**config.mk**
```make
export PLATFORM = sky130hd
export DESIGN_NAME = instruction_fetch
export DESIGN_NICKNAME = d
export VERILOG_FILES = /design/src/rtl/cpu_pkg.sv /design/src/rtl/pc_next.sv /design/src/rtl/instruction_fetch.sv
export SDC_FILE = /design/constraint.sdc
export NUM_CORES = 1
export LEC_CHECK = 0
export CORE_MARGIN = 2
export CORE_UTILIZATION = 32
export CTS_CLUSTER_DIAMETER = 120
export CTS_CLUSTER_SIZE = 20
export DETAILED_ROUTE_END_ITERATION = 8
export GPL_ROUTABILITY_DRIVEN = 0
export SYNTH_ARGS = -nofsm -noshare
export SYNTH_HDL_FRONTEND = slang
export SYNTH_SLANG_ARGS = --single-unit
```
**constraint.sdc**
```tcl
create_clock -name Clk -period 10.6 [get_ports Clk]
set_input_delay 2.12 -clock Clk [delete_from_list [all_inputs] [get_ports Clk]]
set_output_delay 2.12 -clock Clk [all_outputs]
set_load 0.02 [all_outputs]
```
**src/rtl/cpu_pkg.sv**
```systemverilog
// Shared definitions for the unpipelined processor: fetch FSM state encoding,
// major opcode values and the default reset program counter.
package cpu_pkg;

  typedef enum logic [1:0] {
    S_RESET = 2'd0,
    S_FETCH = 2'd1,
    S_EXEC  = 2'd2
  } fetch_state_e;

  localparam logic [5:0] OP_RTYPE = 6'b000000;
  localparam logic [5:0] OP_LW    = 6'b100011;
  localparam logic [5:0] OP_SW    = 6'b101011;
  localparam logic [5:0] OP_BEQ   = 6'b000100;
  localparam logic [5:0] OP_J     = 6'b000010;

  localparam logic [31:0] DEFAULT_RESET_PC = 32'h0000_0000;

  function automatic logic [5:0] opcode_of(input logic [31:0] instr);
    return instr[31:26];
  endfunction

endpackage

```
**src/rtl/pc_next.sv**
```systemverilog
// Combinational next-PC selection: sequential, taken-branch and jump targets.
// All arithmetic wraps modulo 2^PC_WIDTH.
module pc_next #(
  parameter int PC_WIDTH = 32
) (
  input  logic [PC_WIDTH-1:0] pc_i,
  input  logic [25:0]         jump_target_i,
  input  logic [31:0]         branch_offset_i,
  input  logic                branch_i,
  input  logic                jump_i,
  input  logic                zero_i,
  output logic [PC_WIDTH-1:0] pc_plus4_o,
  output logic [PC_WIDTH-1:0] next_pc_o
);

  logic [PC_WIDTH-1:0] branchTarget;
  logic [PC_WIDTH-1:0] jumpTarget;

  assign pc_plus4_o   = pc_i + PC_WIDTH'(4);
  // Offset is a word count; scale to bytes keeping its sign.
  assign branchTarget = pc_plus4_o + PC_WIDTH'(signed'(branch_offset_i) <<< 2);
  assign jumpTarget   = {pc_plus4_o[PC_WIDTH-1:28], jump_target_i, 2'b00};

  always_comb begin
    next_pc_o = pc_plus4_o;
    if (jump_i) begin
      next_pc_o = jumpTarget;
    end else if (branch_i && zero_i) begin
      next_pc_o = branchTarget;
    end
  end

endmodule

```
**src/rtl/instruction_fetch.sv**
```systemverilog
// Fetch stage of the unpipelined CPU: PC register, req/ack instruction fetch,
// instruction register held through execute, and the PC commit at end of execute.
module instruction_fetch
  import cpu_pkg::*;
#(
  parameter int                  PC_WIDTH = 32,
  parameter logic [PC_WIDTH-1:0] RESET_PC = PC_WIDTH'(DEFAULT_RESET_PC)
) (
  input  logic                Clk,
  input  logic                Rst,
  input  logic                Branch,
  input  logic                Jump,
  input  logic                Zero,
  input  logic [31:0]         BranchOffset,
  input  logic                Hold,
  input  logic [31:0]         IMemRdata,
  input  logic                IMemAck,
  output logic                IMemReq,
  output logic [PC_WIDTH-1:0] IMemAddr,
  output logic [31:0]         Instruction,
  output logic [5:0]          Opcode,
  output logic [PC_WIDTH-1:0] PC,
  output logic [PC_WIDTH-1:0] PCPlus4,
  output logic                InstrValid
);

  fetch_state_e        state_q;
  logic [PC_WIDTH-1:0] pc_q;
  logic [PC_WIDTH-1:0] pc_d;
  logic [31:0]         instr_q;
  logic                req_q;
  logic                valid_q;

  pc_next #(
    .PC_WIDTH(PC_WIDTH)
  ) u_pc_next (
    .pc_i           (pc_q),
    .jump_target_i  (instr_q[25:0]),
    .branch_offset_i(BranchOffset),
    .branch_i       (Branch),
    .jump_i         (Jump),
    .zero_i         (Zero),
    .pc_plus4_o     (PCPlus4),
    .next_pc_o      (pc_d)
  );

  // Request and valid are registered alongside the state so they change only at
  // edges, except that reset clears them immediately and abandons any fetch.
  always_ff @(posedge Clk or negedge Rst) begin
    if (!Rst) begin
      state_q <= S_RESET;
      pc_q    <= RESET_PC;
      instr_q <= '0;
      req_q   <= 1'b0;
      valid_q <= 1'b0;
    end else begin
      case (state_q)
        S_RESET: begin
          state_q <= S_FETCH;
          req_q   <= 1'b1;
        end
        S_FETCH: begin
          if (IMemAck) begin
            instr_q <= IMemRdata;
            state_q <= S_EXEC;
            req_q   <= 1'b0;
            valid_q <= 1'b1;
          end
        end
        S_EXEC: begin
          if (!Hold) begin
            pc_q    <= pc_d;
            state_q <= S_FETCH;
            req_q   <= 1'b1;
            valid_q <= 1'b0;
          end
        end
        default: begin
          state_q <= S_RESET;
          req_q   <= 1'b0;
          valid_q <= 1'b0;
        end
      endcase
    end
  end

  assign IMemReq     = req_q;
  assign IMemAddr    = pc_q;
  assign PC          = pc_q;
  assign Instruction = instr_q;
  assign Opcode      = opcode_of(instr_q);
  assign InstrValid  = valid_q;

endmodule

```
==> results.md, run 1 <==
* P_sw at roughly 0.0012 W
* Int Pwr at between 0.001 and 0.0015 W
* IO Count at 207
* Tmin final at 5.24 ns
* Post-CTS Setup Bufs at 0
* Die span in x at between 100 and 150 um
* Remaining Overflow, GRT at 0
* H-tree lvl count at 3
* Pre-CTS setup slack at approximately 5.2 ns
* Crit path required time at about 8.5 ns
* Vias in the first global route at a little over 5000
* CTS resizes at 0
* Setup ws final at between 5 and 6 ns
* Max clock buf depth at 2
* Placed cells at around 1000
* Tot Pwr at approximately 0.0026 W
* Post-DR wirelength/cell at about 18 um
* Antenna diodes at 0
* Yosys reg bits at 65
* Hold Path Class: reg -> reg
* Seq/Total Area, Yosys at 0.292
* # DRC at 0
* CTS tree: yes
* Measured slew at the worst slew-check pin at slightly below 0.9 ns
* RR Endpoint: IMemAddr[25]
* # setup viols final at 0
* Worst R2R Start: IMemAddr[8]
* Share of total power in the clock network at 0.123
* GR Util All Layers at 0.199
* Crit start category: register
* Total Die Area at about 18000 sq um
* Antenna violations before repair at 0
* RSZ-0062 raised after global routing: no
* Pleak at roughly 3.2 nW
* Area growth from synthesis to layout at 39.5%
* FF-to-FF path depth at 14
* Total CTS buffers at 9
* Initial DRC Count at 555
* Net Sw Frac at 0.468
* Maximum VDD drop at between 100 and 150 uV
* Flop2flop setup slack at between 6 and 7 ns
* Routed Antenna Nets at 0
* Area of the multi-input gates at about 3500 sq um
* Layout cell share with drive strength beyond 1 at 0.0842
* Peak Freq at roughly 0.19 GHz
* Reg area at 1630 sq um
* Period utilisation layout at 0.494
* Critical path endpoint category: primary output
* Worst skew pair latency at 0.33 ns
* Chip height at approximately 140 um
* Fin nets at 900
* Post-synth EDFFs at 0
* PwrDens at roughly 330 nW/um^2
* Synthesized area at 5570 sq um
* Pre-antenna DRT Iters at 5
* Avg Vias per Cell at 5.23
* Initial core utilization at 0.324
* Power share of the combinational group at 0.667
* MaxCap Viol Count at 0
* Root buf cell: clkbuf_16
* Slew HR at 0.420
* CTS Hold Bufs at 0
* Synth Area per Inst at 8.62 sq um
* Highest-count cells in the layout ignoring fill and taps: clkdlybuf4s50_1 (197), dfrtp_1 (65), nand2_1 (62)
* Worst Setup SP: IMemAddr[8]
* Core ar. at ~17000 sq um
* Post-route setup TNS at 0 ns
* Largest net degree at the start of global routing at 66
* Status: completed
* Fin util at 0.452
* Post-Layout Cell Count at 1021
* Synth warnings at 0
* Clock sinks at 65
* Max-slew violations at 0
* Post-synth top flop: dfrtp_1
* CP max FO at 9
* Cells after Synth at around 650
* FP Rows at 48
* Critical Path End: PCPlus4[20]
* Fillers at 1699
* Final Skew at between 0.006 and 0.007 ns
* Count of different cell masters after synthesis at 68
* Global-route wire length before repair at 28800 um
* Final wirelength at 18500 um
* Via count at approximately 5300
* Final Hold Viols at 0
* WS Path Type: reg -> out
* IO buf count at 198
* HPWL Detailed at ~15000 um
* Share of power burned in registers at 0.211
* Share of synthesized flip-flops with an asynchronous set or reset at 1.00
* CP arrival at ~3.1 ns
* Clk slew on worst S/H paths at roughly 0.050 ns
* Commonest non-fill, non-tap cell in the layout: clkdlybuf4s50_1
## per-stage QoR
step                instance area, sq um  hold slack [ns]
floorplan                           5590            0.499
global placement                    7450            0.515
detailed placement                  7450            0.521
CTS                                 7770            0.534
global route                        7770            0.556
finish                              7770            0.530
## worst max-delay path, cell delays in order (launching register included)
cell,delay (ns)
dfrtp_1,0.54
and4_1,0.27
and3_1,0.32
and2_0,0.35
nand4_1,0.16
xnor2_1,0.45
clkdlybuf4s50_1,0.70
## sequential cells by signal, summed over array words and instances (netlist names)
signal,cells
IMemAddr,30
IMemReq,1
InstrValid,1
Instruction,32
state_q,1
## Yosys cell counts (2+ instances only)
cell type / number / area share
ha_1: 36 / 0.081
o21ai_0: 36 / 0.032
and4_1: 4 / 0.0063
clkbuf_1: 29 / 0.020
o21a_1: 8 / 0.011
mux2_2: 32 / 0.065
and3_2: 3 / 0.0040
a2111o_1: 2 / 0.0040
or3_1: 2 / 0.0022
and2_1: 7 / 0.0079
buf_4: 43 / 0.058
nand4_1: 8 / 0.0090
mux2i_1: 6 / 0.011
xnor2_1: 25 / 0.039
nor3_1: 9 / 0.0081
o22ai_1: 4 / 0.0045
nor3b_1: 2 / 0.0027
xor2_1: 18 / 0.028
nor2_1: 44 / 0.030
a31oi_1: 10 / 0.011
a211o_1: 4 / 0.0063
a2111oi_0: 3 / 0.0047
inv_1: 10 / 0.0067
o31ai_1: 7 / 0.0094
a21o_1: 22 / 0.030
dfrtp_1: 65 / 0.29
a211oi_1: 11 / 0.015
a21oi_1: 37 / 0.033
a21boi_0: 3 / 0.0040
o211ai_1: 8 / 0.011
a221o_1: 3 / 0.0054
nand2_1: 62 / 0.042
o21ai_1: 2 / 0.0018
nand3_1: 27 / 0.024
nand2b_1: 6 / 0.0067
o21bai_1: 4 / 0.0054
a22oi_1: 3 / 0.0040
nand3b_1: 3 / 0.0040
nor2b_1: 5 / 0.0056
and3_1: 5 / 0.0056
## area by class of cell
cell class,count,area share
well taps,225,0.0362
flip-flops and latches,65,0.209
clock inverters,5,0.0103
repair buffers,204,0.260
multi-input cells,502,0.448
clock buffers,10,0.0308
inverters,10,0.00483
## worst min-delay path by stage
| stage | start | to | depth (start not counted) |
|---|---|---|---|
| 4_1_cts | Instruction[31] | Instruction[31] | 1 |
| 3_5_place_dp | Instruction[31] | Instruction[31] | 1 |
| 3_3_place_gp | Instruction[27] | Instruction[27] | 1 |
| 6_report | Instruction[31] | Instruction[31] | 1 |
| 2_1_floorplan | state_q[1] | InstrValid | 1 |
| 5_1_grt | Instruction[22] | Instruction[22] | 1 |
## power by group through the flow
stage / combinational, W / sequential [W] / clock (W)
floorplan: 0.000954 / 0.000636 / 0
CTS: 0.00172 / 0.000543 / 0.000324
detailed placement: 0.00171 / 0.000546 / 0
finish: 0.00172 / 0.000542 / 0.000315
global route: 0.00185 / 0.000564 / 0.000337
global placement: 0.00169 / 0.000540 / 0
## cells by family after synthesis
| kind of cell | share of synthesized area |
|---|---|
| XOR/XNOR | 0.0676 |
| AND/OR/NAND/NOR | 0.175 |
| AO/OA/AOI/OAI | 0.218 |
| flip-flops | 0.292 |
| other | 0.000673 |
| buffers and inverters | 0.0871 |
| adder cells (fa/ha/maj) | 0.0844 |
| multiplexers | 0.0755 |
## layer usage
| layer | vias to the layer above | track usage | part of all wire |
|---|---|---|---|
| li1 | 2598 | - | - |
| met1 | 2524 | 0.285 | 0.45 |
| met2 | 202 | 0.318 | 0.47 |
| met3 | 12 | 0.0313 | 0.072 |
| met4 | 0 | 0.0428 | 0.0085 |
| met5 | - | 0 | 0 |
(Power assumes the default switching activity.)
==> run 2, diff against run 1 <==
==> constraint.sdc (replaced) <==
create_clock -name Clk -period 4.8 [get_ports Clk]
set_input_delay 0.96 -clock Clk [delete_from_list [all_inputs] [get_ports Clk]]
set_output_delay 0.96 -clock Clk [all_outputs]
set_load 0.02 [all_outputs]
==> run 2 against run 1 <==
  * Critical endpoint is now IMemAddr[27]
  * Design area about the same
  * Sequential power is 120% higher
  * Non-clock buffer count up 1
  * Sequential share of layout area about the same
  * Setup slack got worse by 4.8 ns
  * Via count fell by 0.36%
  * Die area is the same
  * Core utilization is essentially flat
  * Clock skew shrank 0.0013 ns
==> results.md, run 2 (same netlist as run 1, synthesis figures left out) <==
* Final Skew at 0.00538 ns (was 0.00670 ns)
* Status: completed (unchanged)
* Final wirelength at 18300 um (was 18500 um)
* DP Area at 7460 sq um (was 7450 sq um)
* Tot Pwr at 0.00566 W (was 0.00257 W)
* Max clock buf depth at 2 (unchanged)
* Slew HR at 0.418 (was 0.420)
* Maximum VDD drop at 293 uV (was 139 uV)
* Post-CTS Setup Bufs at 0 (unchanged)
* HPWL Detailed at 14600 um (was 14500 um)
* Vias in the first global route at 5030 (was 5130)
* CTS Hold Bufs at 0 (unchanged)
* IO buf count at 198 (unchanged)
* P_sw at 0.00267 W (was 0.00120 W)
* Die span in x at 136 um (unchanged)
* Total CTS buffers at 9 (unchanged)
* Crit path required time at 5.01 ns (was 8.48 ns)
* # setup viols final at 0 (unchanged)
* Fin util at 0.452 (about the same)
* Post-route cell area at 7760 sq um (was 7770 sq um)
* Core ar. at 17200 sq um (unchanged)
* Share of total power in the clock network at 0.118 (was 0.123)
* Setup ws final at 0.529 ns (was 5.36 ns)
* Measured slew at the worst slew-check pin at 0.873 ns (was 0.870 ns)
* Tmin final at about 4.3 ns
* Delay of the slowest cell on the worst path at 0.67 ns (was 0.70 ns)
* CTS resizes at 0 (unchanged)
* Global-route wire length before repair at 28000 um (was 28800 um)
* Worst R2R Start: IMemAddr[4] (was IMemAddr[8])
* Crit start category: register (unchanged)
* Worst skew pair latency at 0.33 ns (about the same)
* Chip height at 136 um (unchanged)
* Peak Freq at between 0.2 and 0.25 GHz
* Top delay family on crit path: simple AND/OR/NAND/NOR gates (unchanged)
* Antenna violations before repair at 0 (unchanged)
* Area growth from synthesis to layout at 39.4% (was 39.5%)
* Post-DR wirelength/cell at 17.9 um (was 18.1 um)
* Pre-CTS setup slack at 0.603 ns (was 5.22 ns)
* Avg Vias per Cell at 5.20 (was 5.23)
* Max reg flops at 32 (unchanged)
* CP cell instances: and3_4 > and4_1 > and4_2 > xor2_1 > ha_1 > and2_1 > nand3_1 > a2111oi_1 > o21a_1 > nor2_1 > or4b_1 > nand3_1 > o21ai_0 (was and4_1 > and3_1 > and2_0 > nand4_1 > xnor2_1 > clkdlybuf4s50_1)
* WS Path Type: reg -> reg (was reg -> out)
* FF-to-FF path depth at 13 (was 14)
* Via count at 5317 (was 5336)
* Period utilisation layout at 0.890
* Worst path buffer plus inverter count at 0 (was 1)
* CP max FO at 8 (was 9)
* IO Count at 207 (unchanged)
* # DRC at 0 (unchanged)
* GR Util All Layers at 0.195 (was 0.199)
* Share of power burned in registers at 0.211 (about the same)
* Initial DRC Count at 358 (was 555)
* RSZ-0062 raised after global routing: no (unchanged)
* Largest net degree at the start of global routing at 44 (was 66)
* PwrDens at 728 nW/um^2 (was 331 nW/um^2)
* Clock sinks at 65 (unchanged)
* Hold Crit Depth at 1 (unchanged)
* Critical Path Stages at 13 (was 6)
* Antenna diodes at 0 (unchanged)
* Final Hold Viols at 0 (unchanged)
* Worst Setup SP: IMemAddr[4] (was IMemAddr[8])
* Power share of the combinational group at 0.671 (was 0.667)
* Layout cell share with drive strength beyond 1 at 0.0865 (was 0.0842)
* Initial core utilization at 0.324 (unchanged)
* CTS tree: yes (unchanged)
* Fin nets at 901 (was 900)
* Post-route setup TNS at 0 ns (unchanged)
* HP Start: Instruction[28] (was Instruction[31])
* Pleak at 3.23 nW (about the same)
* Net Sw Frac at 0.473 (was 0.468)
* Slowest CP cell: a2111oi_1 (was clkdlybuf4s50_1)
* FP Rows at 48 (unchanged)
* Highest-count cells in the layout ignoring fill and taps: clkdlybuf4s50_1 (197), dfrtp_1 (65), nand2_1 (62) (unchanged)
* Commonest non-fill, non-tap cell in the layout: clkdlybuf4s50_1 (unchanged)
* Max-slew violations at 0 (unchanged)
* Routed Antenna Nets at 0 (unchanged)
* Hold Path Class: reg -> reg (unchanged)
* Clk slew on worst S/H paths at 0.06 ns (was 0.05 ns)
* Total Die Area at 18500 sq um (unchanged)
* CP arrival at 4.48 ns (was 3.12 ns)
* Remaining Overflow, GRT at 0 (unchanged)
* Int Pwr at 0.00298 W (was 0.00137 W)
* Critical path endpoint category: register (was primary output)
* Root buf cell: clkbuf_16 (unchanged)
* H-tree lvl count at 3 (unchanged)
* Pre-antenna DRT Iters at 5 (unchanged)
* MaxCap Viol Count at 0 (unchanged)
* Crit path top cell by count: nand3_1
## run 2: metrics by stage
step           cells  hold slack, ns
3_3_place_gp    1007           0.515
4_1_cts         1023           0.544
6_report        1023           0.535
5_1_grt         1023           0.560
3_5_place_dp    1007           0.526
2_1_floorplan    651           0.499
## run 2: path summary, 6_finish.rpt
check | to | slack (ns)
max | IMemAddr[27] | 0.53
min | Instruction[28] | 0.54
max reg2reg | IMemAddr[27] | 0.53
min reg2reg | Instruction[28] | 0.54
max in group asynchronous | IMemAddr[12] | 3.16
min in group asynchronous | Instruction[31] | 0.70
## run 2: power by group through the flow
stage / Combinational (W) / Clock [W] / Sequential (W)
final: 0.00379 / 0.000667 / 0.00119
after global routing: 0.00407 / 0.000711 / 0.00125
after CTS: 0.00380 / 0.000679 / 0.00120
after detailed placement: 0.00377 / 0 / 0.00121
after global placement: 0.00375 / 0 / 0.00119
after floorplan: 0.00211 / 0 / 0.00140
## run 2: area by class of cell
class	count	area [sq um]
inverter	10	37.5
fill	1673	9410
tap	225	282
timing repair buffer	205	2030
sequential	65	1630
clock buffer	10	239
multi-input combinational	502	3480
clock inverter	6	67.6
## run 2: metal layers
| layer | share of wire | vias to the layer above | wire length (um) | global-route usage |
|---|---|---|---|---|
| met2 | 0.45 | 184 | 8270 | 0.302 |
| met3 | 0.054 | 24 | 990 | 0.0257 |
| met4 | 0.025 | 0 | 455 | 0.0683 |
| li1 | - | 2610 | - | - |
| met1 | 0.47 | 2499 | 8570 | 0.278 |
| met5 | 0 | - | 0 | 0 |
==> run 3, diff against run 2 <==
--- a/config.mk
+++ b/config.mk
@@ -5,12 +5,15 @@
 export SDC_FILE = /design/constraint.sdc
 export NUM_CORES = 1
 export LEC_CHECK = 0
+export ABC_CLOCK_PERIOD_IN_PS = 4800
 export CORE_MARGIN = 2
-export CORE_UTILIZATION = 32
+export CORE_UTILIZATION = 41
 export CTS_CLUSTER_DIAMETER = 120
 export CTS_CLUSTER_SIZE = 20
 export DETAILED_ROUTE_END_ITERATION = 8
 export GPL_ROUTABILITY_DRIVEN = 0
+export PLACE_DENSITY = 0.78
+export SLEW_MARGIN = 20
 export SYNTH_ARGS = -nofsm -noshare
 export SYNTH_HDL_FRONTEND = slang
 export SYNTH_SLANG_ARGS = --single-unit
==> run 3 against run 2 <==
  * Via count is 0.41% lower
  * Core utilization is 13 points higher
  * Routed wire length is 6.3% lower
  * First-iteration DRC count is 33% higher
  * Total power is 1.6% lower
  * Clock power is 9.3% lower
  * Largest power group unchanged
  * Critical path type is now reg -> out
  * Register-to-register slack better by 0.15 ns
  * Sequential power hardly changed
==> results.md, run 3 (same netlist as run 1, synthesis figures left out) <==
* Status: completed (unchanged)
* Max-slew violations at 0 (unchanged)
* Peak Freq at 0.242 GHz (was 0.234 GHz)
* Power share of the combinational group at 0.677 (was 0.671)
* Area growth from synthesis to layout at 37.7% (was 39.4%)
* Total Die Area at 14500 sq um (was 18500 sq um)
* Hold Path Class: reg -> reg (unchanged)
* RR Endpoint: IMemAddr[25] (was IMemAddr[27])
* Net Sw Frac at 0.477 (was 0.473)
* Highest-count cells in the layout ignoring fill and taps: clkdlybuf4s50_1 (197), dfrtp_1 (65), nand2_1 (62) (unchanged)
* CP arrival at 3.17 ns (was 4.48 ns)
* Initial core utilization at 0.421 (was 0.324)
* Routed Antenna Nets at 0 (unchanged)
* Final Hold Viols at 0 (unchanged)
* FP Rows at 42 (was 48)
* Final wirelength at 17100 um (was 18300 um)
* Commonest non-fill, non-tap cell in the layout: clkdlybuf4s50_1 (unchanged)
* Maximum VDD drop at 395 uV (was 293 uV)
* Post-Layout Cell Count at 973 (was 1023)
* PwrDens at 726 nW/um^2 (was 728 nW/um^2)
* Via count at 5295 (was 5317)
* Critical path endpoint category: primary output (was register)
* Measured slew at the worst slew-check pin at 0.978 ns (was 0.873 ns)
* Antenna violations before repair at 0 (unchanged)
* Worst skew pair latency at 0.33 ns (about the same)
* Vias in the first global route at 4910 (was 5030)
* Flop2flop setup slack at 0.68 ns (was 0.53 ns)
* Share of power burned in registers at 0.215 (was 0.211)
* Tmin final at 4.13 ns (was 4.27 ns)
* Top delay family on crit path: simple AND/OR/NAND/NOR gates (unchanged)
* Worst path buffer plus inverter count at 1 (was 0)
* Hold Path Sink: Instruction[28] (unchanged)
* Die span in x at 121 um (was 136 um)
* Max clock buf depth at 2 (unchanged)
* Max reg flops at 32 (unchanged)
* Placed cells at 957 (was 1007)
* Initial DRC Count at 475 (was 358)
* Avg Vias per Cell at 5.44 (was 5.20)
* IO buf count at 198 (unchanged)
* # setup viols final at 0 (unchanged)
* Post-DR wirelength/cell at 17.6 um (was 17.9 um)
* Pleak at 3.21 nW (was 3.23 nW)
* Final Skew at 0.0108 ns (was 0.00538 ns)
* Remaining Overflow, GRT at 0 (unchanged)
* Post-route setup TNS at 0 ns (unchanged)
* Core ar. at 13200 sq um (was 17200 sq um)
* Hold Crit Depth at 1 (unchanged)
* Reg area at 1630 sq um (unchanged)
* Root buf cell: clkbuf_16 (unchanged)
* Global-route wire length before repair at 26900 um (was 28000 um)
* HP Start: Instruction[28] (unchanged)
* CP cell instances: and4_1 > and3_1 > and2_0 > nand4_1 > xnor2_1 > clkdlybuf4s50_1 (was and3_4 > and4_1 > and4_2 > xor2_1 > ha_1 > and2_1 > nand3_1 > a2111oi_1 > o21a_1 > nor2_1 > or4b_1 > nand3_1 > o21ai_0)
* CTS resizes at 0 (unchanged)
* Share of total power in the clock network at 0.109 (was 0.118)
* GR Util All Layers at 0.235 (was 0.195)
* Crit start category: register (unchanged)
* Pre-antenna DRT Iters at 5 (unchanged)
* Layout cell share with drive strength beyond 1 at 0.0853 (was 0.0865)
* HPWL Detailed at 13500 um (was 14600 um)
* Clk slew on worst S/H paths at 0.06 ns (about the same)
* Slew HR at 0.348 (was 0.418)
* Period utilisation layout at 0.859 (was 0.890)
* Delay of the slowest cell on the worst path at 0.72 ns (was 0.67 ns)
* Crit path required time at 3.84 ns (was 5.01 ns)
* Area of the multi-input gates at 3480 sq um (unchanged)
* Worst R2R Start: IMemAddr[12] (was IMemAddr[4])
* Total CTS buffers at 9 (unchanged)
* Fillers at 1197 (was 1673)
* Largest net degree at the start of global routing at 44 (unchanged)
* Antenna diodes at 0 (unchanged)
* Fin nets at 900 (was 901)
* FF-to-FF path depth at 14 (was 13)
* Slowest CP cell: clkdlybuf4s50_1 (was a2111oi_1)
* H-tree lvl count at 3 (unchanged)
* Post-CTS Setup Bufs at 0 (unchanged)
* CTS Hold Bufs at 0 (unchanged)
* # DRC at 0 (unchanged)
* IO Count at 207 (unchanged)
* P_sw at 0.00265 W (was 0.00267 W)
* CTS tree: yes (unchanged)
* MaxCap Viol Count at 0 (unchanged)
* Chip height at 121 um (was 136 um)
* Clock sinks at 65 (unchanged)
* Int Pwr at 0.00291 W (was 0.00298 W)
* RSZ-0062 raised after global routing: no (unchanged)
* WS Path Type: reg -> out (was reg -> reg)
* CP max FO at 8 (unchanged)
==> run 3: changes by cell type in the layout (fill, tap and decap cells not counted) <==
cell,change
inv_6,+1
buf_4,-1
clkbuf_8,-1
clkinv_4,+1
bufinv_16,-1
==> run 3: layout make-up <==
| type | instances | share of cell area |
|---|---|---|
| Clock inverter | 7 | 0.00718 |
| Tap cell | 176 | 0.0287 |
| Sequential cell | 65 | 0.212 |
| Timing Repair Buffer | 204 | 0.264 |
| Multi-Input combinational cell | 502 | 0.454 |
| Inverter | 10 | 0.00489 |
| Clock buffer | 9 | 0.0294 |
==> run 3: metal layers <==
metal | wire length (um) | vias to the layer above | global-route usage
met5 | 0 | - | 0
met4 | 398 | 0 | 0.0770
met3 | 1160 | 23 | 0.0377
met2 | 7680 | 238 | 0.354
met1 | 7880 | 2422 | 0.343
li1 | - | 2612 | -
==> run 3: power by group through the flow <==
| stage | logic, W | clock network (W) | registers [W] |
|---|---|---|---|
| 2_1_floorplan | 0.00211 | 0 | 0.00140 |
| 3_5_place_dp | 0.00374 | 0 | 0.00120 |
| 4_1_cts | 0.00376 | 0.000623 | 0.00119 |
| 3_3_place_gp | 0.00371 | 0 | 0.00118 |
| 6_report | 0.00377 | 0.000605 | 0.00120 |
| 5_1_grt | 0.00403 | 0.000646 | 0.00124 |
==> run 3: how the worst max path moves through the flow <==
stage          slack, ns             from           end  depth (start not counted)
2_1_floorplan       0.87      IMemAddr[4]  IMemAddr[24]                         15
3_3_place_gp        0.66  BranchOffset[0]  IMemAddr[28]                         11
3_5_place_dp        0.60  BranchOffset[0]  IMemAddr[28]                         11
4_1_cts             0.74     IMemAddr[12]   PCPlus4[20]                          6
5_1_grt             0.36      IMemAddr[8]  IMemAddr[25]                         14
6_report            0.67     IMemAddr[12]   PCPlus4[20]                          6
==> run 3: per-stage QoR <==
step / util / power (W) / area [sq um] / hold WS, ns / worst slack (ns)
6_report: 0.579 / 0.00557 / 7670 / 0.539 / 0.675
5_1_grt: 0.579 / 0.00592 / 7670 / 0.560 / 0.364
4_1_cts: 0.579 / 0.00557 / 7670 / 0.541 / 0.741
3_5_place_dp: 0.558 / 0.00493 / 7390 / 0.524 / 0.605
3_3_place_gp: 0.558 / 0.00489 / 7390 / 0.510 / 0.664
2_1_floorplan: - / 0.00351 / 5590 / 0.499 / 0.867
